## src/rtl/mul_div_unit_pkg.sv

```systemverilog
// Shared definitions for the RV32M iterative multiply/divide unit: M-op funct3 codes,
// FSM state encoding, iteration constants and the sign fix-up helpers used at completion.
package mul_div_unit_pkg;

  localparam int unsigned Xlen    = 32;
  localparam int unsigned CntW    = 5;
  localparam int unsigned MduIter = 32;

  localparam logic [CntW-1:0] CntLast = CntW'(MduIter - 1);

  localparam logic [2:0] F3Mul    = 3'b000;
  localparam logic [2:0] F3Mulh   = 3'b001;
  localparam logic [2:0] F3Mulhsu = 3'b010;
  localparam logic [2:0] F3Mulhu  = 3'b011;
  localparam logic [2:0] F3Div    = 3'b100;
  localparam logic [2:0] F3Divu   = 3'b101;
  localparam logic [2:0] F3Rem    = 3'b110;
  localparam logic [2:0] F3Remu   = 3'b111;

  typedef enum logic [1:0] {StIdle, StMul, StDiv, StFin} mdu_state_e;

  // Conditional two's complement.
  function automatic logic [Xlen-1:0] cond_neg32(logic [Xlen-1:0] v, logic neg);
    return neg ? (~v + 1'b1) : v;
  endfunction

  function automatic logic [2*Xlen-1:0] cond_neg64(logic [2*Xlen-1:0] v, logic neg);
    return neg ? (~v + 1'b1) : v;
  endfunction

  // Product magnitude sits in acc; MUL takes the low word, MULH* the high word.
  function automatic logic [Xlen-1:0] mul_fix(logic [2*Xlen-1:0] acc, logic neg, logic [2:0] op);
    logic [2*Xlen-1:0] prod;
    prod = cond_neg64(acc, neg);
    return (op == F3Mul) ? prod[Xlen-1:0] : prod[2*Xlen-1:Xlen];
  endfunction

  // acc holds {remainder, quotient} magnitudes; remainder follows the dividend sign.
  function automatic logic [Xlen-1:0] div_fix(logic [2*Xlen-1:0] acc, logic neg, logic rneg,
                                              logic [2:0] op);
    return op[1] ? cond_neg32(acc[2*Xlen-1:Xlen], rneg) : cond_neg32(acc[Xlen-1:0], neg);
  endfunction

endpackage

```

## src/rtl/mul_div_unit.sv

```systemverilog
// Iterative RV32M execution unit: radix-2 shift-add multiply and restoring divide, one
// iteration per cycle over a shared 64-bit shift register, with a one-cycle fast path for
// divide-by-zero and signed overflow.
// Ports:
//   clk_i, rst_ni        clock, asynchronous active-low reset
//   start_i, abort_i     request (accepted in idle only) and pipeline flush (wins over start)
//   func3_i, rs1_i, rs2_i  M-op select and operands, sampled only at accept
//   busy_o               high whenever not idle
//   done_o               one-cycle completion pulse, result_o valid in that cycle
//   result_o             result, held until the next completed operation
module mul_div_unit
  import mul_div_unit_pkg::*;
(
  input  logic            clk_i,
  input  logic            rst_ni,
  input  logic            start_i,
  input  logic            abort_i,
  input  logic [2:0]      func3_i,
  input  logic [Xlen-1:0] rs1_i,
  input  logic [Xlen-1:0] rs2_i,
  output logic            busy_o,
  output logic            done_o,
  output logic [Xlen-1:0] result_o
);

  mdu_state_e        state_q, state_d;
  logic [CntW-1:0]   cnt_q, cnt_d;
  logic [2:0]        op_q, op_d;
  logic              neg_q, neg_d;
  logic              rneg_q, rneg_d;
  logic [2*Xlen-1:0] acc_q, acc_d;
  logic [Xlen-1:0]   b_q, b_d;
  logic [Xlen-1:0]   result_q, result_d;
  logic              done_q, done_d;

  logic            a_signed, b_signed, a_neg, b_neg, div_zero, div_ovf;
  logic [Xlen-1:0] a_mag, b_mag;
  logic [Xlen:0]   mul_sum, div_pr, div_diff;

  // Operand decode at accept time.
  always_comb begin
    a_signed = (func3_i == F3Mulh) || (func3_i == F3Mulhsu) ||
               (func3_i == F3Div)  || (func3_i == F3Rem);
    b_signed = (func3_i == F3Mulh) || (func3_i == F3Div) || (func3_i == F3Rem);
    a_neg    = a_signed & rs1_i[Xlen-1];
    b_neg    = b_signed & rs2_i[Xlen-1];
    // 0x80000000 negates to itself, which is the correct unsigned magnitude.
    a_mag    = cond_neg32(rs1_i, a_neg);
    b_mag    = cond_neg32(rs2_i, b_neg);
    div_zero = (rs2_i == '0);
    div_ovf  = ((func3_i == F3Div) || (func3_i == F3Rem)) &&
               (rs1_i == 32'h8000_0000) && (rs2_i == 32'hFFFF_FFFF);
  end

  // One datapath step for each algorithm.
  always_comb begin
    mul_sum  = {1'b0, acc_q[2*Xlen-1:Xlen]} + (acc_q[0] ? {1'b0, b_q} : '0);
    // 33-bit partial remainder: previous remainder shifted left with the next dividend bit.
    div_pr   = acc_q[2*Xlen-1:Xlen-1];
    div_diff = div_pr - {1'b0, b_q};
  end

  always_comb begin
    state_d  = state_q;
    cnt_d    = cnt_q;
    op_d     = op_q;
    neg_d    = neg_q;
    rneg_d   = rneg_q;
    acc_d    = acc_q;
    b_d      = b_q;
    result_d = result_q;
    done_d   = 1'b0;
    unique case (state_q)
      StIdle: begin
        if (start_i && !abort_i) begin
          op_d   = func3_i;
          neg_d  = a_neg ^ b_neg;
          rneg_d = a_neg;
          b_d    = b_mag;
          acc_d  = {{Xlen{1'b0}}, a_mag};
          cnt_d  = '0;
          if (!func3_i[2]) begin
            state_d = StMul;
          end else if (div_zero) begin
            state_d  = StFin;
            result_d = func3_i[1] ? rs1_i : '1;
            done_d   = 1'b1;
          end else if (div_ovf) begin
            state_d  = StFin;
            result_d = func3_i[1] ? '0 : 32'h8000_0000;
            done_d   = 1'b1;
          end else begin
            state_d = StDiv;
          end
        end
      end
      StMul: begin
        if (abort_i) begin
          state_d = StIdle;
        end else begin
          acc_d = {mul_sum, acc_q[Xlen-1:1]};
          cnt_d = cnt_q + 1'b1;
          if (cnt_q == CntLast) begin
            state_d  = StFin;
            result_d = mul_fix(acc_d, neg_q, op_q);
            done_d   = 1'b1;
          end
        end
      end
      StDiv: begin
        if (abort_i) begin
          state_d = StIdle;
        end else begin
          if (!div_diff[Xlen]) begin
            acc_d = {div_diff[Xlen-1:0], acc_q[Xlen-2:0], 1'b1};
          end else begin
            acc_d = {div_pr[Xlen-1:0], acc_q[Xlen-2:0], 1'b0};
          end
          cnt_d = cnt_q + 1'b1;
          if (cnt_q == CntLast) begin
            state_d  = StFin;
            result_d = div_fix(acc_d, neg_q, rneg_q, op_q);
            done_d   = 1'b1;
          end
        end
      end
      // Result and done are registered on entry, so this cycle only retires.
      StFin:   state_d = StIdle;
      default: state_d = StIdle;
    endcase
  end

  always_ff @(posedge clk_i or negedge rst_ni) begin
    if (!rst_ni) begin
      state_q  <= StIdle;
      cnt_q    <= '0;
      op_q     <= '0;
      neg_q    <= 1'b0;
      rneg_q   <= 1'b0;
      acc_q    <= '0;
      b_q      <= '0;
      result_q <= '0;
      done_q   <= 1'b0;
    end else begin
      state_q  <= state_d;
      cnt_q    <= cnt_d;
      op_q     <= op_d;
      neg_q    <= neg_d;
      rneg_q   <= rneg_d;
      acc_q    <= acc_d;
      b_q      <= b_d;
      result_q <= result_d;
      done_q   <= done_d;
    end
  end

  assign busy_o   = (state_q != StIdle);
  assign done_o   = done_q;
  assign result_o = result_q;

endmodule

```

## config.mk

```make
export PLATFORM = sky130hd
export DESIGN_NAME = mul_div_unit
export DESIGN_NICKNAME = d
export VERILOG_FILES = /design/src/rtl/mul_div_unit_pkg.sv /design/src/rtl/mul_div_unit.sv
export SDC_FILE = /design/constraint.sdc
export NUM_CORES = 1
export LEC_CHECK = 0
export CAP_MARGIN = 20
export CORE_MARGIN = 2
export CORE_UTILIZATION = 40
export CTS_CLUSTER_SIZE = 10
export DETAILED_ROUTE_END_ITERATION = 10
export SLEW_MARGIN = 20
export SYNTH_ARGS = -nofsm -noshare
export SYNTH_HDL_FRONTEND = slang
export SYNTH_SLANG_ARGS = --single-unit
```

## constraint.sdc

```tcl
create_clock -name clk_i -period 6.55 [get_ports clk_i]
set_input_delay 0.9825 -clock clk_i [delete_from_list [all_inputs] [get_ports clk_i]]
set_output_delay 0.9825 -clock clk_i [all_outputs]
set_load 0.01 [all_outputs]
```

==> metrics.txt <==
vias in the first global route around 18k; Post-CTS Setup Inserts 0; cts repair resizes 0; DRT Wirelength approximately 70 mm; Vert. Die Dim around 210 µm; core box area between 40000 and 50000 µm²; startpoint types register; Netlist cell types 82; H-tree Lvls 4; CTS sink count approximately 140; Avg Cell Area, Syn a little over 7 µm²; num ports approximately 110; P_sw around 5400 µW; Layout area overhead 11.7%; maximum vdd drop 0.000330 V; part of the cycle the worst path needs 89.5%; initial antenna violation count 1; Post-synth ARST share 100%; Clk pwr share a little over a tenth; top post-synthesis cells by area dfrtp_1, nand2_1, o21ai_0, ha_1, a21oi_1; worst-skew pair later-pin latency 0.48 ns; Setup CP Type register to register; DIE AREA about 44000 µm²; maxcap violations 0; Leak 0.00764 µW; Post-synth top cells nand2_1, o21ai_0, nor2_1; crit path launch acc_q[31]; sw frac 57.2%; Critical Path Fanout Max 17; Combinational Power Share between 70% and 80%; status finished clean; data required time of the critical path between 6 and 7 ns; area leader, netlist dfrtp_1; dpl hpwl 54.7 mm; setup ws final 0.687 ns; via count 19.3k; CTS Root Cell clkbuf_16; Worst-path clk slew approximately 0.07 ns; GRT overflow 0; DR DRC count 0; total power around 9500 µW; sequential share of the synthesized area roughly a fifth; Synthesized Nets approximately 2.6k; worst slew pin tran 1.18 ns; starting density of the core about two fifths; vias per std cell around 6.5; DR iter-0 viols between 2k and 2.5k; Die Wd roughly 210 µm; Final Hold Fails 0; Main synth FF type dfrtp_1; clk_skew 0.0183 ns; setup repair after global routing missed its margin false; CP arrival about 6.2 ns; mapped cell area approximately 17000 µm²; fin nets approximately 2.6k; layout cell share with drive strength beyond 1 approximately 5.7%; FMAX roughly 170 MHz; worst slack at placement 0.837 ns; largest net degree at the start of global routing between 100 and 150; routability congestion estimate from global placement about 1; Hold WC Path Type register to register; first-pass GRT wire length ~110 mm; number of fill cells in the layout about 4.3k; hold path start result_o[2]; Hold WS around 0.47 ns; pwr dens approximately 500 nW/µm²; post-layout min period between 5 and 6 ns; RR Startpoint acc_q[31]; number of synthesized flops with an enable pin 0; number of synthesized register bits approximately 140; row count 75; Sum Neg Setup Slack 0 ns; Routed Antenna Nets 0; Tot GR Track Use 31.7%; TritonCTS Buffers 17; # port buffers roughly 100; fin. max-slew vios 0; share of the synthesized area in the top cell type about a fifth; Int Pwr 4080 µW; Worst Setup End Kind register; Antenna Cells 0; cell with the most instances after synthesis nand2_1; drt wl/cell between 20 and 25 µm; hold buffer count at cts 0; Final setup viols 0; CTS tree yes; clk buf depth 2; post-synthesis instance total 2415; 1st-pass router iterations 6; Seq pwr share between 10% and 20%; worst rel slew slack 21.3%; Yosys warning count 0
[layout by cell type (no fill, tap or decap), drive strengths merged, types with 44 or more instances in the layout]
| cell | synthesis | layout |
|---|---|---|
| nand2 | 310 | 310 |
| o21ai | 230 | 230 |
| nor2 | 216 | 216 |
| a21oi | 173 | 173 |
| dfrtp | 141 | 141 |
| clkdlybuf4s50 | 0 | 103 |
| xnor2 | 90 | 90 |
| xor2 | 89 | 89 |
| inv | 74 | 84 |
| ha | 76 | 76 |
| o31ai | 69 | 69 |
| nor3 | 66 | 66 |
| nand3 | 51 | 51 |
| buf | 14 | 50 |
| or3 | 44 | 44 |
[layer usage]
metal  vias to the layer above  GRT usage, %  part of all wire [%]
met3                       153          7.36                   9.6
met2                      1042          49.1                    44
li1                       8868             -                     -
met5                         -             0                 0.018
met4                         2          11.5                   3.5
met1                      9269          43.0                    43
[layout make-up]
type	count	area [µm²]	share of cell area, %
clock buffers	17	425	2.22
flip-flops and latches	141	3530	18.4
multi-input cells	2011	12600	66.0
inverters	77	289	1.51
well taps	539	674	3.52
clock inverters	15	171	0.896
repair buffers	153	1410	7.36
[per-stage QoR]
| stage | instances | util, % | instance area (µm²) |
|---|---|---|---|
| 5_1_grt | 2953 | 45.4 | 19100 |
| 2_1_floorplan | 2415 | - | 17100 |
| 3_3_place_gp | 2920 | 44.0 | 18500 |
| 3_5_place_dp | 2921 | 44.0 | 18500 |
| 4_1_cts | 2953 | 45.4 | 19100 |
| 6_report | 2953 | 45.4 | 19100 |
[path summary, 6_finish.rpt]
| check | end | slack [ns] | cells after the start |
|---|---|---|---|
| max in group asynchronous | acc_q[34] | 4.61 | 2 |
| setup reg to reg | result_o[24] | 0.69 | 20 |
| min in group asynchronous | cnt_q[0] | 0.62 | 1 |
| hold / removal | result_o[2] | 0.47 | 2 |
| setup / recovery | result_o[24] | 0.69 | 20 |
| hold reg to reg | result_o[2] | 0.47 | 2 |
[cell families after synthesis]
family                   after synthesis  share of synthesized area (%)
adder cells (fa/ha/maj)               78                           5.79
XOR/XNOR                             179                           9.15
buffers and inverters                263                           5.82
AO/OA/AOI/OAI                        815                           31.0
multiplexers                          42                           2.70
AND/OR/NAND/NOR                      897                           24.9
flip-flops                           141                           20.6
[worst max-delay path, cell delays in order, from the launching register on]
cell and delay (ns):
dfrtp_1 0.37, inv_1 0.10, ha_1 0.17, inv_1 0.05, fa_1 0.40, a211oi_1 0.26, buf_4 0.18, o21ai_1 0.20
a31oi_1 0.49, a21o_1 0.28, a31o_2 0.46, nand2_2 0.12, buf_4 0.25, o21ai_0 0.39, ha_1 0.39, and2_1 0.18
a41oi_1 0.27, o41ai_1 0.50, xor2_1 0.15, a221oi_2 0.39, a311oi_1 0.07
[flip-flops by register name (all words and copies together) (netlist names)]
signal,cells
done_o,1
neg_q,1
state_q,2
op_q,3
result_o,32
rneg_q,1
b_q,32
cnt_q,5
acc_q,64
[power groups by stage]
stage          Sequential, µW  Combinational, µW  Clock [µW]
6_report                 1700               6780        1050
5_1_grt                  1750               7290        1080
4_1_cts                  1690               6600        1050
3_5_place_dp             1700               6560           0
3_3_place_gp             1690               6550           0
2_1_floorplan            1410               4690           0
No activity file was read; power rests on OpenSTA's default activity.
